`config.mk`:
```
export PLATFORM = sky130hd
export DESIGN_NAME = wb_decoder_n
export DESIGN_NICKNAME = d
export VERILOG_FILES = /design/src/rtl/wb_decoder_n_pkg.sv /design/src/rtl/wb_decoder_n_addr_match.sv /design/src/rtl/wb_decoder_n.sv
export SDC_FILE = /design/constraint.sdc
export NUM_CORES = 1
export LEC_CHECK = 0
export ABC_CLOCK_PERIOD_IN_PS = 2700
export BUFFER_PORTS_ARGS = -buffer_cell sky130_fd_sc_hd__clkbuf_2
export CORE_AREA = 2 2 123 125
export DETAILED_ROUTE_END_ITERATION = 8
export DIE_AREA = 0 0 125 127
export SYNTH_ARGS = -nofsm -noshare
export SYNTH_HDL_FRONTEND = slang
export SYNTH_SLANG_ARGS = --single-unit
```
`constraint.sdc`:
```
create_clock -name wb_clk_i -period 2.7 [get_ports wb_clk_i]
set_input_delay 0.54 -clock wb_clk_i [delete_from_list [all_inputs] [get_ports wb_clk_i]]
set_output_delay 0.54 -clock wb_clk_i [all_outputs]
set_load 0.005 [all_outputs]
```
`src/rtl/wb_decoder_n_pkg.sv`:
```
// Shared definitions for the wb_decoder_n Wishbone address decoder/router:
// FSM state encodings, error-cause codes and a constant-width helper.
package wb_decoder_n_pkg;

  localparam logic [1:0] ST_IDLE   = 2'd0;
  localparam logic [1:0] ST_ACTIVE = 2'd1;
  localparam logic [1:0] ST_ERR    = 2'd2;

  localparam logic [1:0] CAUSE_UNMAPPED = 2'd1;
  localparam logic [1:0] CAUSE_TIMEOUT  = 2'd2;
  localparam logic [1:0] CAUSE_SLAVE    = 2'd3;

  // Ceiling log2 for elaboration-time width calculation.
  function automatic int unsigned clog2(input int unsigned value);
    int unsigned res;
    res = 0;
    for (int unsigned i = 0; i < 32; i++) begin
      if ((64'd1 << i) < 64'(value)) res = i + 1;
    end
    return res;
  endfunction

endpackage

```
`src/rtl/wb_decoder_n_addr_match.sv`:
```
// Combinational priority address decoder: lowest-index matching region wins.
module wb_addr_match #(
  parameter int unsigned NUM_SLAVES = 4,
  parameter int unsigned ADDR_WIDTH = 32,
  parameter int unsigned IDX_W      = 2,
  parameter logic [NUM_SLAVES*ADDR_WIDTH-1:0] SLAVE_BASE = '0,
  parameter logic [NUM_SLAVES*ADDR_WIDTH-1:0] SLAVE_MASK = '0
) (
  input  logic [ADDR_WIDTH-1:0] adr,
  output logic                  hit,
  output logic [IDX_W-1:0]      idx
);

  // Scan from the top so the lowest matching index is the last one written.
  always_comb begin
    hit = 1'b0;
    idx = '0;
    for (int i = int'(NUM_SLAVES) - 1; i >= 0; i--) begin
      if ((adr & SLAVE_MASK[i*ADDR_WIDTH +: ADDR_WIDTH]) == SLAVE_BASE[i*ADDR_WIDTH +: ADDR_WIDTH]) begin
        hit = 1'b1;
        idx = IDX_W'(i);
      end
    end
  end

endmodule

```
`src/rtl/wb_decoder_n.sv`:
```
// 1-master to N-slave Wishbone classic decoder with latched routing, unmapped
// error and ack timeout. Optional error log enabled by WB_DECODER_ERRLOG_EN.
module wb_decoder_n
  import wb_decoder_n_pkg::*;
#(
  parameter int unsigned NUM_SLAVES     = 4,
  parameter int unsigned ADDR_WIDTH     = 32,
  parameter int unsigned DATA_WIDTH     = 32,
  parameter int unsigned SEL_WIDTH      = DATA_WIDTH / 8,
  parameter logic [NUM_SLAVES*ADDR_WIDTH-1:0] SLAVE_BASE =
    {32'h4000_0000, 32'h2000_0000, 32'h1000_0000, 32'h0000_0000},
  parameter logic [NUM_SLAVES*ADDR_WIDTH-1:0] SLAVE_MASK = {4{32'hF000_0000}},
  parameter int unsigned TIMEOUT_CYCLES = 256
) (
  input  logic                             wb_clk_i,
  input  logic                             wb_rst_n_i,
  input  logic [ADDR_WIDTH-1:0]            m_adr_i,
  input  logic [DATA_WIDTH-1:0]            m_dat_i,
  output logic [DATA_WIDTH-1:0]            m_dat_o,
  input  logic                             m_we_i,
  input  logic [SEL_WIDTH-1:0]             m_sel_i,
  input  logic                             m_cyc_i,
  input  logic                             m_stb_i,
  output logic                             m_ack_o,
  output logic                             m_err_o,
  output logic [ADDR_WIDTH-1:0]            s_adr_o,
  output logic [DATA_WIDTH-1:0]            s_dat_o,
  output logic                             s_we_o,
  output logic [SEL_WIDTH-1:0]             s_sel_o,
  output logic [NUM_SLAVES-1:0]            s_cyc_o,
  output logic [NUM_SLAVES-1:0]            s_stb_o,
  input  logic [NUM_SLAVES*DATA_WIDTH-1:0] s_dat_i,
  input  logic [NUM_SLAVES-1:0]            s_ack_i,
  input  logic [NUM_SLAVES-1:0]            s_err_i
`ifdef WB_DECODER_ERRLOG_EN
  ,
  output logic [ADDR_WIDTH-1:0]            err_adr_o,
  output logic [1:0]                       err_cause_o,
  output logic [15:0]                      err_cnt_o
`endif
);

  localparam int unsigned IDX_W = (NUM_SLAVES > 1) ? clog2(NUM_SLAVES) : 1;
  localparam int unsigned TMR_W = (TIMEOUT_CYCLES > 0) ? clog2(TIMEOUT_CYCLES + 1) : 1;

  logic [1:0]            state_q, state_d;
  logic [IDX_W-1:0]      sel_idx_q, sel_idx_d;
  logic [TMR_W-1:0]      tmr_q, tmr_d;
  logic                  hit;
  logic [IDX_W-1:0]      hit_idx;
  logic                  req;
  logic                  timeout_hit;
  logic [NUM_SLAVES-1:0] sel_oh;
  logic [DATA_WIDTH-1:0] sel_dat;
  logic                  sel_ack, sel_err;

  assign s_adr_o = m_adr_i;
  assign s_dat_o = m_dat_i;
  assign s_we_o  = m_we_i;
  assign s_sel_o = m_sel_i;

  assign req         = m_cyc_i & m_stb_i;
  assign timeout_hit = (TIMEOUT_CYCLES != 0) && (tmr_q == TMR_W'(TIMEOUT_CYCLES - 1));

  wb_addr_match #(
    .NUM_SLAVES (NUM_SLAVES),
    .ADDR_WIDTH (ADDR_WIDTH),
    .IDX_W      (IDX_W),
    .SLAVE_BASE (SLAVE_BASE),
    .SLAVE_MASK (SLAVE_MASK)
  ) u_match (
    .adr (m_adr_i),
    .hit (hit),
    .idx (hit_idx)
  );

  // One-hot of the latched slave and the response signals it selects.
  always_comb begin
    sel_oh  = '0;
    sel_dat = '0;
    for (int unsigned i = 0; i < NUM_SLAVES; i++) begin
      sel_oh[i] = (sel_idx_q == IDX_W'(i));
      sel_dat   = sel_dat | (s_dat_i[i*DATA_WIDTH +: DATA_WIDTH] & {DATA_WIDTH{sel_oh[i]}});
    end
  end

  assign sel_ack = |(s_ack_i & sel_oh);
  assign sel_err = |(s_err_i & sel_oh);

  always_ff @(posedge wb_clk_i or negedge wb_rst_n_i) begin
    if (!wb_rst_n_i) begin
      state_q   <= ST_IDLE;
      sel_idx_q <= '0;
      tmr_q     <= '0;
    end else begin
      state_q   <= state_d;
      sel_idx_q <= sel_idx_d;
      tmr_q     <= tmr_d;
    end
  end

  // Next state and master/slave handshake; responses only while cyc is high.
  always_comb begin
    state_d   = state_q;
    sel_idx_d = sel_idx_q;
    tmr_d     = tmr_q;
    s_cyc_o   = '0;
    s_stb_o   = '0;
    m_ack_o   = 1'b0;
    m_err_o   = 1'b0;
    m_dat_o   = '0;
    case (state_q)
      ST_IDLE: begin
        if (req) begin
          if (hit) begin
            state_d   = ST_ACTIVE;
            sel_idx_d = hit_idx;
            tmr_d     = '0;
          end else begin
            state_d = ST_ERR;
          end
        end
      end
      ST_ACTIVE: begin
        s_cyc_o = sel_oh & {NUM_SLAVES{req}};
        s_stb_o = sel_oh & {NUM_SLAVES{req}};
        m_dat_o = sel_dat;
        m_err_o = m_cyc_i & sel_err;
        m_ack_o = m_cyc_i & sel_ack & ~sel_err;
        if (!m_cyc_i || sel_ack || sel_err) begin
          state_d = ST_IDLE;
        end else if (timeout_hit) begin
          state_d = ST_ERR;
        end else if (tmr_q != '1) begin
          tmr_d = tmr_q + TMR_W'(1);
        end
      end
      ST_ERR: begin
        m_err_o = m_cyc_i;
        state_d = ST_IDLE;
      end
      default: state_d = ST_IDLE;
    endcase
  end

`ifdef WB_DECODER_ERRLOG_EN
  logic [ADDR_WIDTH-1:0] req_adr_q;
  logic                  timeout_q;
  logic [1:0]            cause_c;

  // ERR entered from ACTIVE is a timeout, from IDLE an unmapped address.
  always_comb begin
    cause_c = CAUSE_SLAVE;
    if (state_q == ST_ERR) cause_c = timeout_q ? CAUSE_TIMEOUT : CAUSE_UNMAPPED;
  end

  always_ff @(posedge wb_clk_i or negedge wb_rst_n_i) begin
    if (!wb_rst_n_i) begin
      req_adr_q   <= '0;
      timeout_q   <= 1'b0;
      err_adr_o   <= '0;
      err_cause_o <= '0;
      err_cnt_o   <= '0;
    end else begin
      if (state_q == ST_IDLE && req) req_adr_q <= m_adr_i;
      timeout_q <= (state_q == ST_ACTIVE) && (state_d == ST_ERR);
      if (m_err_o) begin
        err_adr_o   <= req_adr_q;
        err_cause_o <= cause_c;
        if (err_cnt_o != 16'hFFFF) err_cnt_o <= err_cnt_o + 16'd1;
      end
    end
  end
`endif

endmodule
```
==> results.json <==
{
  "achievable_frequency_mhz": 415,
  "synth.lib_cells_used.distinct": 40,
  "cp.arrival_ps": 2590,
  "worstSetupPathType": "reg -> reg",
  "initial_antenna_violation_count": 0,
  "power_total_mw": 1.84,
  "yosysWarnings": 0,
  "power_density_mw_per_mm2": 580,
  "final-max-slew-violation-count": 0,
  "synth-seq-cells": 13,
  "critical_path_required_ps": 2880,
  "critical_path.reg2reg.endpoint": "tmr_q[7]",
  "design.portCount": 320,
  "route.antenna.remaining_nets": 0,
  "cts_tree": "done",
  "r2r_slack_ps": 290,
  "fin_skew_ps": 2.89,
  "antenna_cells": 0,
  "number_of_global_route_vias_before_repair": 2471,
  "largest_fanout_of_any_net_on_the_critical_path": 10,
  "io_buffers": 189,
  "clockRootBuffer": "sky130_fd_sc_hd__clkbuf_16",
  "die_h_microns": 127,
  "final_critical_path_setup_slack_ps": 291,
  "setup.worst_path.start_class": "register",
  "start_util_pct": 17.1,
  "rr_startpoint": "tmr_q[0]",
  "final_report_setup_violation_count": 0,
  "fp.coreArea_sq_mm": 0.0144,
  "drc": 0,
  "setup_total_negative_slack_ps": 0,
  "die_area_sq_mm": 0.0159,
  "synthMuxAreaShare_pct": 31.8,
  "synth_adder_area_share_pct": 3.45,
  "r2r_cells": 9,
  "critical_path.endpoint_type": "register",
  "seq_area_frac_synth_pct": 13.2,
  "path_clk_slew_ps": 50,
  "route.vias.total": 2408,
  "detailedRoute.firstPassIterationCount": 4,
  "synth_xor_area_share_pct": 0,
  "synth_nets": 470,
  "globalRouteOverflowTotal": 0,
  "synth_cells": 255,
  "die_w_microns": 125,
  "track_usage_pct": 10.4,
  "layout_min_cycle_time_ps": 2410,
  "synth.largest_area_cell": "sky130_fd_sc_hd__mux4_2",
  "critPathSlowestCell": "sky130_fd_sc_hd__or4_1",
  "area_growth_syn_to_layout_pct": 28.8,
  "num-fill-cells": 1596,
  "synth.avg_cell_area_sq_um": 9.66,
  "fin_cells": 550,
  "postCtsSetupRepairBufs": 0,
  "core.rowCount": 44,
  "max-cap-violations": 0,
  "dpl.cell_count": 546,
  "p_leak_nw": 1.57,
  "timing.max_slew.rel_slack_pct": 61.4,
  "setup_repair_after_global_routing_missed_its_margin": "false",
  "post-synth-top-area-fraction_pct": 30.2,
  "grt_max_degree": 39,
  "fraction_of_layout_cells_with_a_size_suffix_above_1_pct": 65.6,
  "finalHoldWorstSlack_ps": 188,
  "clk_path_buf_depth": 2,
  "final_hold_violation_count": 0,
  "postCtsHoldBufs": 0,
  "status": "finished clean",
  "footprint_of_the_multi_input_gates_sq_mm": 0.00151,
  "timing.final.crit_share_pct": 89.2,
  "timing_worst_slew_pin_value_ps": 574,
  "ir_drop_v": 0.000761,
  "timing.critical_path.cells": "ha_1, nand3_1, nor2_1, ha_1, nor2b_1, a22oi_1, or3_1, or4_1, nand3_1",
  "combinational_family_with_the_most_area_after_synthesis": "multiplexers",
  "place_ws_ps": 252,
  "num-nets-final": 582,
  "post_synth_instance_area_sq_mm": 0.00246,
  "drt-vias-per-instance": 4.38,
  "yosys-top-cells-area": "sky130_fd_sc_hd__mux4_2 (30%), sky130_fd_sc_hd__buf_4 (22%), sky130_fd_sc_hd__dfrtp_1 (13%), sky130_fd_sc_hd__and2_1 (8.1%), sky130_fd_sc_hd__ha_1 (3.0%)",
  "post_cts.resized_instances": 0,
  "critical-path-max-stage-delay_ps": 540,
  "routedWlPerCell_microns": 16.0,
  "grt_first_pass_wirelength_microns": 13200,
  "yosys.area_share.simple_pct": 17.8,
  "cts.htree.levels": 1,
  "iteration_0_drc_markers": 63,
  "finalWeightedCongestion": 0.770,
  "timing.hold.worst.class": "in -> async",
  "routed_wirelength_microns": 8800,
  "clk_latency_ps": 250,
  "clock_sink_count": 13,
  "number_of_cts_inserted_buffers": 3,
  "seqCellArea_sq_um": 328,
  "synth-compound-area-share_pct": 8.23,
  "half_perimeter_wire_length_of_the_detailed_placement_result_microns": 7630
}
[synth_stat cells (all sizes together)]
| cell type | count |
|---|---|
| dfrtp | 13 |
| buf | 79 |
| and4b | 1 |
| nor4 | 2 |
| or3 | 1 |
| mux2 | 1 |
| o32a | 1 |
| o211ai | 2 |
| o311ai | 2 |
| nor2 | 7 |
| nand4b | 2 |
| and2 | 32 |
| or4 | 1 |
| a21o | 3 |
| clkbuf | 9 |
| a31o | 1 |
| nor2b | 2 |
| inv | 5 |
| mux2i | 3 |
| mux4 | 33 |
| nand2 | 11 |
| o2bb2ai | 1 |
| o41ai | 1 |
| a211oi | 1 |
| a22o | 1 |
| o22ai | 1 |
| a22oi | 1 |
| maj3 | 1 |
| nand4 | 2 |
| ha | 6 |
| nor3 | 6 |
| nand3 | 7 |
| o21a | 2 |
| o21ai | 3 |
| or2 | 2 |
| nand2b | 1 |
| a21oi | 5 |
| a32oi | 3 |
[layout by cell type (no fill, tap or decap), types with 2 or more instances in the layout]
| cell type | Yosys | layout |
|---|---|---|
| sky130_fd_sc_hd__inv_1 | 5 | 5 |
| sky130_fd_sc_hd__nor4_1 | 2 | 2 |
| sky130_fd_sc_hd__nand2_1 | 11 | 11 |
| sky130_fd_sc_hd__nand4b_1 | 2 | 2 |
| sky130_fd_sc_hd__o311ai_0 | 2 | 2 |
| sky130_fd_sc_hd__clkbuf_2 | 0 | 189 |
| sky130_fd_sc_hd__dfrtp_2 | 0 | 2 |
| sky130_fd_sc_hd__mux4_2 | 33 | 33 |
| sky130_fd_sc_hd__mux2i_1 | 3 | 3 |
| sky130_fd_sc_hd__a21oi_1 | 5 | 5 |
| sky130_fd_sc_hd__and2_1 | 32 | 32 |
| sky130_fd_sc_hd__nand4_1 | 2 | 2 |
| sky130_fd_sc_hd__or2_2 | 2 | 2 |
| sky130_fd_sc_hd__o211ai_1 | 2 | 2 |
| sky130_fd_sc_hd__clkbuf_16 | 0 | 3 |
| sky130_fd_sc_hd__nor2_1 | 7 | 7 |
| sky130_fd_sc_hd__dfrtp_1 | 13 | 11 |
| sky130_fd_sc_hd__o21a_1 | 2 | 2 |
| sky130_fd_sc_hd__a21o_1 | 3 | 3 |
| sky130_fd_sc_hd__a32oi_1 | 3 | 3 |
| sky130_fd_sc_hd__ha_1 | 6 | 5 |
| sky130_fd_sc_hd__nand3_1 | 7 | 7 |
| sky130_fd_sc_hd__o21ai_0 | 3 | 3 |
| sky130_fd_sc_hd__nor2b_1 | 2 | 2 |
| sky130_fd_sc_hd__nor3_1 | 6 | 6 |
| sky130_fd_sc_hd__buf_4 | 73 | 5 |
[worst max path at each step]
stage / start / to / slack [ps] / cells after the start
6_report: tmr_q[0] / tmr_q[7] / 290 / 9
5_1_grt: state_q[1] / m_ack_o / 90 / 6
4_1_cts: state_q[1] / m_ack_o / 240 / 6
3_5_place_dp: s_err_i[3] / tmr_q[7] / 250 / 6
3_3_place_gp: s_err_i[3] / tmr_q[7] / 270 / 6
2_1_floorplan: sel_idx_q[0] / m_dat_o[25] / 360 / 4
[registers in the layout, indices dropped and copies added, names as in the netlist]
| register | count |
|---|---|
| sel_idx_q | 2 |
| state_q | 2 |
| tmr_q | 9 |
[area by class of cell]
| type | instances | share of cell area (%) |
|---|---|---|
| well taps | 184 | 7.26 |
| inverters | 5 | 0.591 |
| flip-flops and latches | 13 | 10.3 |
| clock inverters | 1 | 0.158 |
| clock buffers | 3 | 2.37 |
| multi-input cells | 149 | 47.7 |
| repair buffers | 195 | 31.6 |
[report_power, final]
group	total (mW)	switching [mW]	internal, mW	leakage [nW]
clock network	0.288	0.0904	0.198	0.0409
registers	0.267	0.0328	0.235	0.172
logic	1.28	0.564	0.721	1.36
total	1.84	0.687	1.15	1.57
[worst max-delay path, delay by kind of cell, from the launching register on]
kind,cells,cell delay (ps)
fa+ha+maj,2,450
simple gates,6,1390
flops,1,390
compound gates,1,110
[per-stage QoR]
| step | util, % | instance area (sq um) |
|---|---|---|
| after floorplan | - | 2460 |
| after global placement | 21.4 | 3090 |
| after detailed placement | 21.4 | 3090 |
| after CTS | 22.0 | 3170 |
| after global routing | 22.0 | 3170 |
| final | 22.0 | 3170 |
[layer usage]
metal  part of all wire, %  GRT usage, %  routed length (microns)
met1                    40          12.7                     3550
met2                    51          18.8                     4450
met3                   8.0          2.22                      704
met4                   1.2          2.22                      106
met5                     0             0                        0
[logic make-up (layout without fill, tap and decap cells)]
group                    Yosys count  count (layout)
buffers and inverters             93             204
AND/OR/NAND/NOR                   77              77
multiplexers                      37              37
AO/OA/AOI/OAI                     28              28
flip-flops                        13              13
adder cells (fa/ha/maj)            7               7
Note: power is estimated with default switching activity, not from simulation.
